<file path="src/rtl/load_store_unit.sv">
// load_store_unit: RV32I MEM stage driving a req/gnt/rvalid data-memory port with alignment, extension and exception detection.
module load_store_unit #(
  parameter int TIMEOUT_CYCLES = 255
) (
  input  logic        clk,
  input  logic        rst_n,
  input  logic        ex_valid,
  input  logic [31:0] ex_alu_result,
  input  logic [31:0] ex_store_data,
  input  logic [4:0]  ex_rd,
  input  logic        ex_reg_write,
  input  logic [1:0]  ex_wb_sel,
  input  logic        ex_mem_read,
  input  logic        ex_mem_write,
  input  logic [2:0]  ex_mem_type,
  output logic        lsu_stall,
  output logic        dmem_req,
  output logic        dmem_we,
  output logic [31:0] dmem_addr,
  output logic [3:0]  dmem_be,
  output logic [31:0] dmem_wdata,
  input  logic        dmem_gnt,
  input  logic        dmem_rvalid,
  input  logic [31:0] dmem_rdata,
  output logic        mem_valid,
  output logic [4:0]  mem_rd,
  output logic        mem_reg_write,
  output logic [1:0]  mem_wb_sel,
  output logic [31:0] mem_alu_result,
  output logic [31:0] mem_load_data,
  output logic [1:0]  mem_exc_code
);
  localparam logic [1:0] IDLE = 2'd0, REQ = 2'd1, WAIT = 2'd2;
  logic [1:0]  state;
  logic [7:0]  cnt;
  logic [2:0]  typ;
  logic [1:0]  lo;
  logic        is_load;
  logic        is_mem, illegal, misal, timeout;
  logic [3:0]  be;
  logic [31:0] wdata, sh, ld;
  always_comb begin
    is_mem  = ex_mem_read | ex_mem_write;
    illegal = ex_mem_type == 3'b011 || ex_mem_type[2:1] == 2'b11;
    misal   = (ex_mem_type[1:0] == 2'b01 && ex_alu_result[0]) ||
              (ex_mem_type[1:0] == 2'b10 && ex_alu_result[1:0] != 2'b00);
    be      = ex_mem_type[1:0] == 2'b00 ? 4'b0001 << ex_alu_result[1:0] :
              ex_mem_type[1:0] == 2'b01 ? 4'b0011 << {ex_alu_result[1], 1'b0} : 4'b1111;
    wdata   = ex_mem_type[1:0] == 2'b00 ? {4{ex_store_data[7:0]}} :
              ex_mem_type[1:0] == 2'b01 ? {2{ex_store_data[15:0]}} : ex_store_data;
    sh      = dmem_rdata >> {lo, 3'b000};
    // typ[2] marks the unsigned variants, which suppresses sign extension
    ld      = typ[1:0] == 2'b00 ? {{24{~typ[2] & sh[7]}}, sh[7:0]} :
              typ[1:0] == 2'b01 ? {{16{~typ[2] & sh[15]}}, sh[15:0]} : sh;
    timeout = cnt == 8'(TIMEOUT_CYCLES - 1);
  end
  assign lsu_stall = state != IDLE;
  assign dmem_req  = state == REQ;
  always_ff @(posedge clk) begin
    if (!rst_n) begin
      state          <= IDLE;
      cnt            <= '0;
      typ            <= '0;
      lo             <= '0;
      is_load        <= 1'b0;
      dmem_we        <= 1'b0;
      dmem_addr      <= '0;
      dmem_be        <= '0;
      dmem_wdata     <= '0;
      mem_valid      <= 1'b0;
      mem_rd         <= '0;
      mem_reg_write  <= 1'b0;
      mem_wb_sel     <= '0;
      mem_alu_result <= '0;
      mem_load_data  <= '0;
      mem_exc_code   <= '0;
    end else begin
      mem_valid <= 1'b0;
      case (state)
        IDLE: if (ex_valid) begin
          mem_rd         <= ex_rd;
          mem_wb_sel     <= ex_wb_sel;
          mem_alu_result <= ex_alu_result;
          mem_load_data  <= '0;
          cnt            <= '0;
          if (is_mem && !illegal && !misal) begin
            mem_reg_write <= ex_reg_write;
            mem_exc_code  <= 2'b00;
            dmem_we       <= !ex_mem_read;
            dmem_addr     <= {ex_alu_result[31:2], 2'b00};
            dmem_be       <= be;
            dmem_wdata    <= wdata;
            typ           <= ex_mem_type;
            lo            <= ex_alu_result[1:0];
            is_load       <= ex_mem_read;
            state         <= REQ;
          end else begin
            mem_valid     <= 1'b1;
            mem_reg_write <= ex_reg_write && !is_mem;
            mem_exc_code  <= !is_mem ? 2'b00 : illegal ? 2'b11 : 2'b01;
          end
        end
        REQ: begin
          cnt <= cnt + 8'd1;
          if (timeout) begin
            state         <= IDLE;
            mem_valid     <= 1'b1;
            mem_exc_code  <= 2'b10;
            mem_reg_write <= 1'b0;
          end else if (dmem_gnt) state <= WAIT;
        end
        WAIT: begin
          cnt <= cnt + 8'd1;
          // a response arriving on the final budget cycle still completes normally
          if (dmem_rvalid) begin
            state         <= IDLE;
            mem_valid     <= 1'b1;
            mem_load_data <= is_load ? ld : 32'd0;
          end else if (timeout) begin
            state         <= IDLE;
            mem_valid     <= 1'b1;
            mem_exc_code  <= 2'b10;
            mem_reg_write <= 1'b0;
          end
        end
        default: state <= IDLE;
      endcase
    end
  end
endmodule

</file>
<file path="config.mk">
export PLATFORM = sky130hd
export DESIGN_NAME = load_store_unit
export DESIGN_NICKNAME = d
export VERILOG_FILES = /design/src/rtl/load_store_unit.sv
export SDC_FILE = /design/constraint.sdc
export NUM_CORES = 1
export LEC_CHECK = 0
export ABC_AREA = 1
export CORE_ASPECT_RATIO = 1.4
export CORE_MARGIN = 4
export CORE_UTILIZATION = 48
export CTS_CLUSTER_DIAMETER = 40
export DETAILED_ROUTE_END_ITERATION = 8
export PLACE_DENSITY = 0.88
export RECOVER_POWER = 25
export SETUP_SLACK_MARGIN = 0.05
export SYNTH_ARGS = -nofsm -noshare
export SYNTH_HDL_FRONTEND = slang
export SYNTH_SLANG_ARGS = --single-unit
</file>
<file path="constraint.sdc">
create_clock -name clk -period 4.59 [get_ports clk]
set_clock_uncertainty 0.2 [all_clocks]
set_input_delay 0.918 -clock clk [delete_from_list [all_inputs] [get_ports clk]]
set_output_delay 0.918 -clock clk [all_outputs]
set_load 0.05 [all_outputs]
</file>
# Word-level counts from Yosys, hierarchy flattened
# Index checks and enable logic that the tools add are counted.
# totals
regBits,158
# op_classes
n_addsub,1
n_eq_ne,14
shift,3
mux,36
bitwise_logic,4
n_reduce_logical,26
# op_table
cell,count
32-bit two-way mux,7
32-bit one-hot mux with 2 select lines,1
32-bit by 5-bit >> shifter with 32-bit output,1
2-bit two-way mux,12
8-bit one-hot mux with 2 select lines,1
2-bit one-hot mux with 3 select lines,2
3-bit AND reduction,3
8-bit by 1-bit adder with 8-bit output (second input constant),1
8-bit == test (second input constant),1
1-bit two-way mux,8
4-bit two-way mux,2
8-bit two-way mux,1
2-bit inequality test (second input constant),4
2-bit nonzero test,4
2-bit by 1-bit == test with 1-bit output (second input constant),3
2-bit == test (second input constant),3
2-bit zero test,3
1-bit one-hot mux with 3 select lines,2
1-bit logical AND,5
1-bit zero test,4
2-bit AND reduction,2
4-bit AND reduction,1
1-bit by 2-bit left shift with 4-bit output (first input constant),1
2-bit by 2-bit left shift with 4-bit output (first input constant),1
other kinds (9),11

# Logic depth before layout (Yosys ltp)
# Gate-level depths: netlist of the first run.
# logic_depth
word_depth,8
depth_mapped,12
depth_no_buf,12

# Worst setup path before layout of the first run
# OpenSTA, ideal clock, no wires.
# synth_timing
path_type,input -> register
from,input ex_mem_type[1]
to,register dmem_addr[10]
setup_ps,132
arrival_time_ps,1896
setup_slack_ps,2362
path_stages,9
cell_sequence,buf_2 -> o21ai_1 -> nand2_1 -> nor2_4 -> nand2_2 -> buf_6 -> buf_6 -> nand2_1 -> a21oi_1
# synth_via
elab_chain_cells,6
word_cells_on_any_way,13
cone_classes,4 x eq/ne; 9 x reduce/logical
# synth_rtl
item,line_no,source
start: declaration,15,"input logic [2:0] ex_mem_type,"
"3-bit by 2-bit == test with 1-bit output, or another cell as far along",44,illegal = ex_mem_type == 3'b011 || ex_mem_type[2:1] == 2'b11;
"1-bit logical OR, or another cell as far along",44,
1-bit zero test / 1-bit logical OR (equally long branches),"86, 45",
1-bit logical AND / 1-bit zero test (equally long branches),86,if (is_mem && !illegal && !misal) begin
1-bit logical AND *,86,
3-bit AND reduction (no source line) *,n/a,
end signal: assignment,90,"dmem_addr <= {ex_alu_result[31:2], 2'b00};"
end: declaration,19,"output logic [31:0] dmem_addr,"
# Mark *: on every way between the ends. The rest lies on a longest branch, timed or not.
# A chain may end at the register's enable or synchronous reset.

# Worst setup path in the final report of the first run
# layout_timing
from,input ex_mem_type[1]
to,register dmem_addr[31]
# Same word-level chain as after synthesis.

==> flow_metrics.env, run 1 <==
export IMPL_cts_max_level=4
export IMPL_area_growth_pct=44.5
export IMPL_syn_cell_area_um2=6960
export IMPL_path_max_fanout=49
export IMPL_crit_type="primary input to flop"
export IMPL_cts_setup_buffers=0
export IMPL_grt_pass1_vias=7087
export IMPL_fp_row_count=51
export IMPL_cts_resized=0
export IMPL_synth_ff_latch_count=158
export IMPL_root_buffer="clkbuf_16"
export IMPL_cp_start_kind="primary input"
export IMPL_fin_hold_ws_ps=261
export IMPL_cts_tree="yes"
export IMPL_endpoint_kind="flop"
export IMPL_nets=1331
export IMPL_layout_common_cells="273 x nand2_1, 232 x clkdlybuf4s50_1, 158 x dfxtp_1"
export IMPL_leakagePower_nw=3.86
export IMPL_cts_sinks=158
export IMPL_layout_commonest_cell="nand2_1"
export IMPL_synth_area_per_cell_um2=7.00
export IMPL_vias=7430
export IMPL_wl_um=22700
export IMPL_avgRoutedWirePerCell_um=16.1
export IMPL_drc_errors=0
export IMPL_viasPerCell=5.28
export IMPL_grt_pass1_wl_um=35400
export IMPL_holdBufCountCts=0
export IMPL_timing_slew_headroom_pct=5.42
export IMPL_finalSetupViolations=0
export IMPL_rsz0062_at_grt="no"
export IMPL_drt_initial_drc_count=445
export IMPL_dp_hpwl_um=16200
export IMPL_tns_ps=0
export IMPL_final_core_util_pct=71.7
export IMPL_ir_worst_vdd_mv=0.340
export IMPL_clock_latency_ps=410
export IMPL_cp_required_ps=4720
export IMPL_synth_sequential_area_ratio_pct=45.4
export IMPL_gp_congestion=0.890
export IMPL_io_pins=260
export IMPL_antenna_found_initial=1
export IMPL_syn_inst=994
export IMPL_hold_violations=0
export IMPL_yosysWarnings=0
export IMPL_power_density_nw_per_um2=458
export IMPL_cap_viol_max_count=0
export IMPL_ys_types=30
export IMPL_grt_overflow_total=0
export IMPL_period_needed_ps=3650
export IMPL_finalCritPeriodShare_pct=79.6
export IMPL_cts_clk_slew_worst_paths_ps=70
export IMPL_start_util_pct=49.6
export IMPL_n_fill_cell=1141
export IMPL_grt_max_degree=72
export IMPL_numCtsBuffers=17
export IMPL_core_um2=14000
export IMPL_drt_first_pass_iters=5
export IMPL_max_freq_ghz=0.274
export IMPL_die_w_um=110
export IMPL_tightest_slew_ps=1420
export IMPL_ant_nets=0
export IMPL_status="finished, final reports clean"
export IMPL_cp_arrival_ps=3780
export IMPL_io_buffers=257
export IMPL_clk_path_buf_depth=2
export IMPL_dieArea_um2=16500
export IMPL_die_h_um=150
export IMPL_maxSlewViolCount=0
export IMPL_grt_usage_pct=27.3
export IMPL_layout_drive_gt1_share_pct=3.93
export IMPL_holdCritPathClass="flop to flop"
critical path, stage by stage:
cell and delay, ps:
clkdlybuf4s50_1 460, clkbuf_1 840, o21ai_1 300, nand2_1 220, nor2_4 60, nand2_2 390
buf_12 310, nand2_1 90, a21oi_1 170
state kept, by name, summed over array words and instances (netlist names):
name	flops
lo	2
mem_wb_sel	2
dmem_addr	30
dmem_wdata	32
typ	3
dmem_be	4
mem_alu_result	32
state	2
is_load	1
dmem_we	1
mem_load_data	32
mem_rd	5
mem_reg_write	1
mem_exc_code	2
cnt	8
mem_valid	1
stage by stage:
stage | total power [mW] | setup slack [ps] | instance area [µm²] | std cells
3_3_place_gp | 3.29 | 1120 | 9520 | 1376
2_1_floorplan | 2.75 | 2360 | 6960 | 995
5_1_grt | 4.82 | 748 | 10100 | 1406
6_report | 4.61 | 938 | 10100 | 1406
3_5_place_dp | 3.31 | 1110 | 9520 | 1376
4_1_cts | 4.64 | 1360 | 10100 | 1405
cell families after synthesis:
kind of cell / share of synthesized area, %
buf+inv: 6.72
other cells: 0.0539
flops: 45.4
fa+ha+maj: 1.26
compound gates: 17.4
simple gates: 29.1
per-layer routing:
layer	GRT usage, %	share of wire (%)
met1	29.9	36
met2	46.3	51
met3	9.31	8.5
met4	14.3	4.9
met5	0	0
worst paths after layout:
| check | from | cells past startpoint | slack [ps] | end |
|---|---|---|---|---|
| setup / recovery | ex_mem_type[1] | 9 | 940 | dmem_addr[31] |
| hold / removal | mem_load_data[20] | 2 | 260 | mem_load_data[20] |
| setup reg to reg | state[0] | 7 | 1220 | dmem_wdata[29] |
| hold reg to reg | mem_load_data[20] | 2 | 260 | mem_load_data[20] |
synthesized netlist by cell type, drive strengths merged:
| master | count | share of area [%] |
|---|---|---|
| a211oi | 2 | 0.22 |
| a21boi | 8 | 0.86 |
| a21oi | 126 | 9.1 |
| a22oi | 7 | 0.75 |
| and3 | 1 | 0.090 |
| buf | 27 | 2.5 |
| clkbuf | 44 | 2.4 |
| clkinv | 3 | 0.16 |
| conb | 1 | 0.054 |
| dfxtp | 158 | 45 |
| ha | 7 | 1.3 |
| inv | 32 | 1.7 |
| nand2 | 275 | 15 |
| nand3 | 86 | 6.2 |
| nor2 | 129 | 7.3 |
| nor3 | 5 | 0.36 |
| nor3b | 1 | 0.11 |
| o21a | 1 | 0.11 |
| o21ai | 63 | 4.5 |
| o221ai | 7 | 0.88 |
| o31ai | 9 | 0.97 |
| or2 | 2 | 0.18 |
where the power goes:
group	switching (mW)	internal (mW)	total [mW]
logic	1.15	0.520	1.67
registers	0.0919	1.52	1.62
clock network	0.561	0.768	1.33
cell type report:
| class | count | area, µm² | share of cell area [%] |
|---|---|---|---|
| inverter | 35 | 134 | 1.33 |
| timing repair buffer | 267 | 2650 | 26.3 |
| tap | 185 | 231 | 2.30 |
| sequential | 158 | 3160 | 31.4 |
| clock buffer | 20 | 457 | 4.54 |
| clock inverter | 9 | 90.1 | 0.895 |
| multi-input combinational | 731 | 3330 | 33.1 |
| antenna | 1 | 2.50 | 0.0249 |
Note: power is estimated with default switching activity, not from simulation.
==> run 2, diff against run 1 <==
- CORE_UTILIZATION: 48 -> 45
- PLACE_DENSITY: 0.88 -> 0.83
- clock period: 4.59 -> 3.6 ns (I/O delays scaled with it)
==> flow_metrics.env, run 2 (synthesis results as in run 1) <==
export IMPL_layout_commonest_cell="nand2_1"
export IMPL_cts_clk_slew_worst_paths_ps=60
export IMPL_cts_sinks=158
export IMPL_gp_congestion=0.894
export IMPL_grt_overflow_total=0
export IMPL_io_buffers=257
export IMPL_switching_share_pct=38.5
export IMPL_cp_depth=7
export IMPL_top_regs="dmem_wdata: 32 flops, mem_alu_result: 32 flops, mem_load_data: 32 flops"
export IMPL_area_growth_pct=46.6
export IMPL_viasPerCell=5.27
export IMPL_numCtsBuffers=17
export IMPL_ant_nets=0
export IMPL_holdPathStages=2
export IMPL_tns_ps=0
export IMPL_clk_path_buf_depth=2
export IMPL_core_um2=15100
export IMPL_finalPower_mw=6.12
export IMPL_io_pins=260
export IMPL_worstPathCellList="dlygate4sd3_1 > o21ai_0 > nand2_1 > nor2_1 > clkbuf_1 > nand3_1 > a21oi_1"
export IMPL_dpl_cell_area_um2=9610
export IMPL_status="finished, final reports clean"
export IMPL_crit_type="primary input to flop"
export IMPL_wl_um=23200
export IMPL_avgRoutedWirePerCell_um=16.3
export IMPL_grt_pass1_vias=7110
export IMPL_grt_max_degree=53
export IMPL_final_core_util_pct=67.5
export IMPL_place_inst=1390
export IMPL_dieArea_um2=17500
export IMPL_cts_tree="yes"
export IMPL_leakagePower_nw=3.88
export IMPL_rsz0062_at_grt="no"
export IMPL_root_buffer="clkbuf_16"
export IMPL_nets=1338
export IMPL_r2r_end="dmem_addr[17]"
export IMPL_finalSetupViolations=0
export IMPL_layout_drive_gt1_share_pct=4.55
export IMPL_clock_latency_ps=420
export IMPL_path_max_fanout=22
export IMPL_antenna_found_initial=3
export IMPL_p_seq_share_pct=33.5
export IMPL_cts_max_level=4
export IMPL_endpoint_kind="flop"
export IMPL_worstReg2RegStart="state[0]"
export IMPL_cts_setup_buffers=0
export IMPL_holdBufCountCts=0
export IMPL_final_cells=1424
export IMPL_die_w_um=113
export IMPL_stdcell_area_um2=10200
export IMPL_finalCritPeriodShare_pct=85.4
export IMPL_fin_ws_ps=525
export IMPL_reg2regPathDepth=7
export IMPL_hold_violations=0
export IMPL_drt_first_pass_iters=5
export IMPL_power_density_nw_per_um2=600
export IMPL_cap_viol_max_count=0
export IMPL_max_stage_delay_ps=790
export IMPL_combPwrFrac_pct=35.1
export IMPL_slowest_stage="clkbuf_1"
export IMPL_start_util_pct=46.0
export IMPL_dp_hpwl_um=16500
export IMPL_period_needed_ps=3080
export IMPL_setup_worst_path_start="ex_mem_type[0]"
export IMPL_maxSlewViolCount=0
export IMPL_hold_start="dmem_we"
export IMPL_cp_required_ps=3740
export IMPL_vias=7499
export IMPL_dp_slack_ps=734
export IMPL_holdCritPathClass="flop to flop"
export IMPL_drc_errors=0
export IMPL_tightest_slew_ps=1360
export IMPL_cts_resized=0
export IMPL_cp_start_kind="primary input"
export IMPL_p_sw_mw=2.36
export IMPL_path_buf_inv=2
export IMPL_fin_hold_ws_ps=251
export IMPL_drt_initial_drc_count=621
export IMPL_max_freq_ghz=0.325
export IMPL_grt_pass1_wl_um=36200
export IMPL_grt_usage_pct=25.5
export IMPL_fp_row_count=53
export IMPL_critPathTopFamily="buffers and inverters"
export IMPL_ir_worst_vdd_mv=0.394
export IMPL_cp_arrival_ps=3220
export IMPL_rrSetupSlack_ps=710
export IMPL_die_h_um=155
export IMPL_whs_endpoint="dmem_we"
export IMPL_clockPowerShare_pct=31.4
export IMPL_layout_common_cells="274 x nand2_1, 254 x clkdlybuf4s50_1, 158 x dfxtp_1"
export IMPL_p_int_mw=3.76
export IMPL_timing_slew_headroom_pct=9.23
-- run 2: area by class of cell --
type                       count  area, µm²
tap                          192        240
multi-input combinational    731       3320
timing repair buffer         274       2710
clock inverter                13        176
clock buffer                  19        453
inverter                      35        134
antenna                        2       5.00
sequential                   158       3160
fill                        1305       4910
-- run 2: worst max-delay path by stage --
stage | endpoint | slack, ps
floorplan | dmem_addr[10] | 1570
global placement | dmem_wdata[6] | 750
detailed placement | dmem_wdata[14] | 730
CTS | lsu_stall | 570
global route | dmem_we | 280
finish | is_load | 520
-- run 2: layer usage --
metal / part of all wire (%) / up-vias / track usage (%)
met2: 50 / 307 / 44.1
li1: - / 3722 / -
met5: 0.052 / - / 0
met3: 8.1 / 62 / 8.44
met1: 37 / 3406 / 27.7
met4: 4.4 / 2 / 12.7
-- run 2: power by group through the flow --
stage	Sequential (mW)	Combinational [mW]	Clock [mW]
3_5_place_dp	2.09	2.16	0
2_1_floorplan	2.67	0.838	0
5_1_grt	2.07	2.30	2.02
3_3_place_gp	2.08	2.14	0
4_1_cts	2.05	2.18	1.95
6_report	2.05	2.15	1.92
-- run 2: worst min-delay path, stage by stage, from the launching register on --
cell,delay [ps]
dfxtp_1,310
inv_1,50
a21oi_1,50
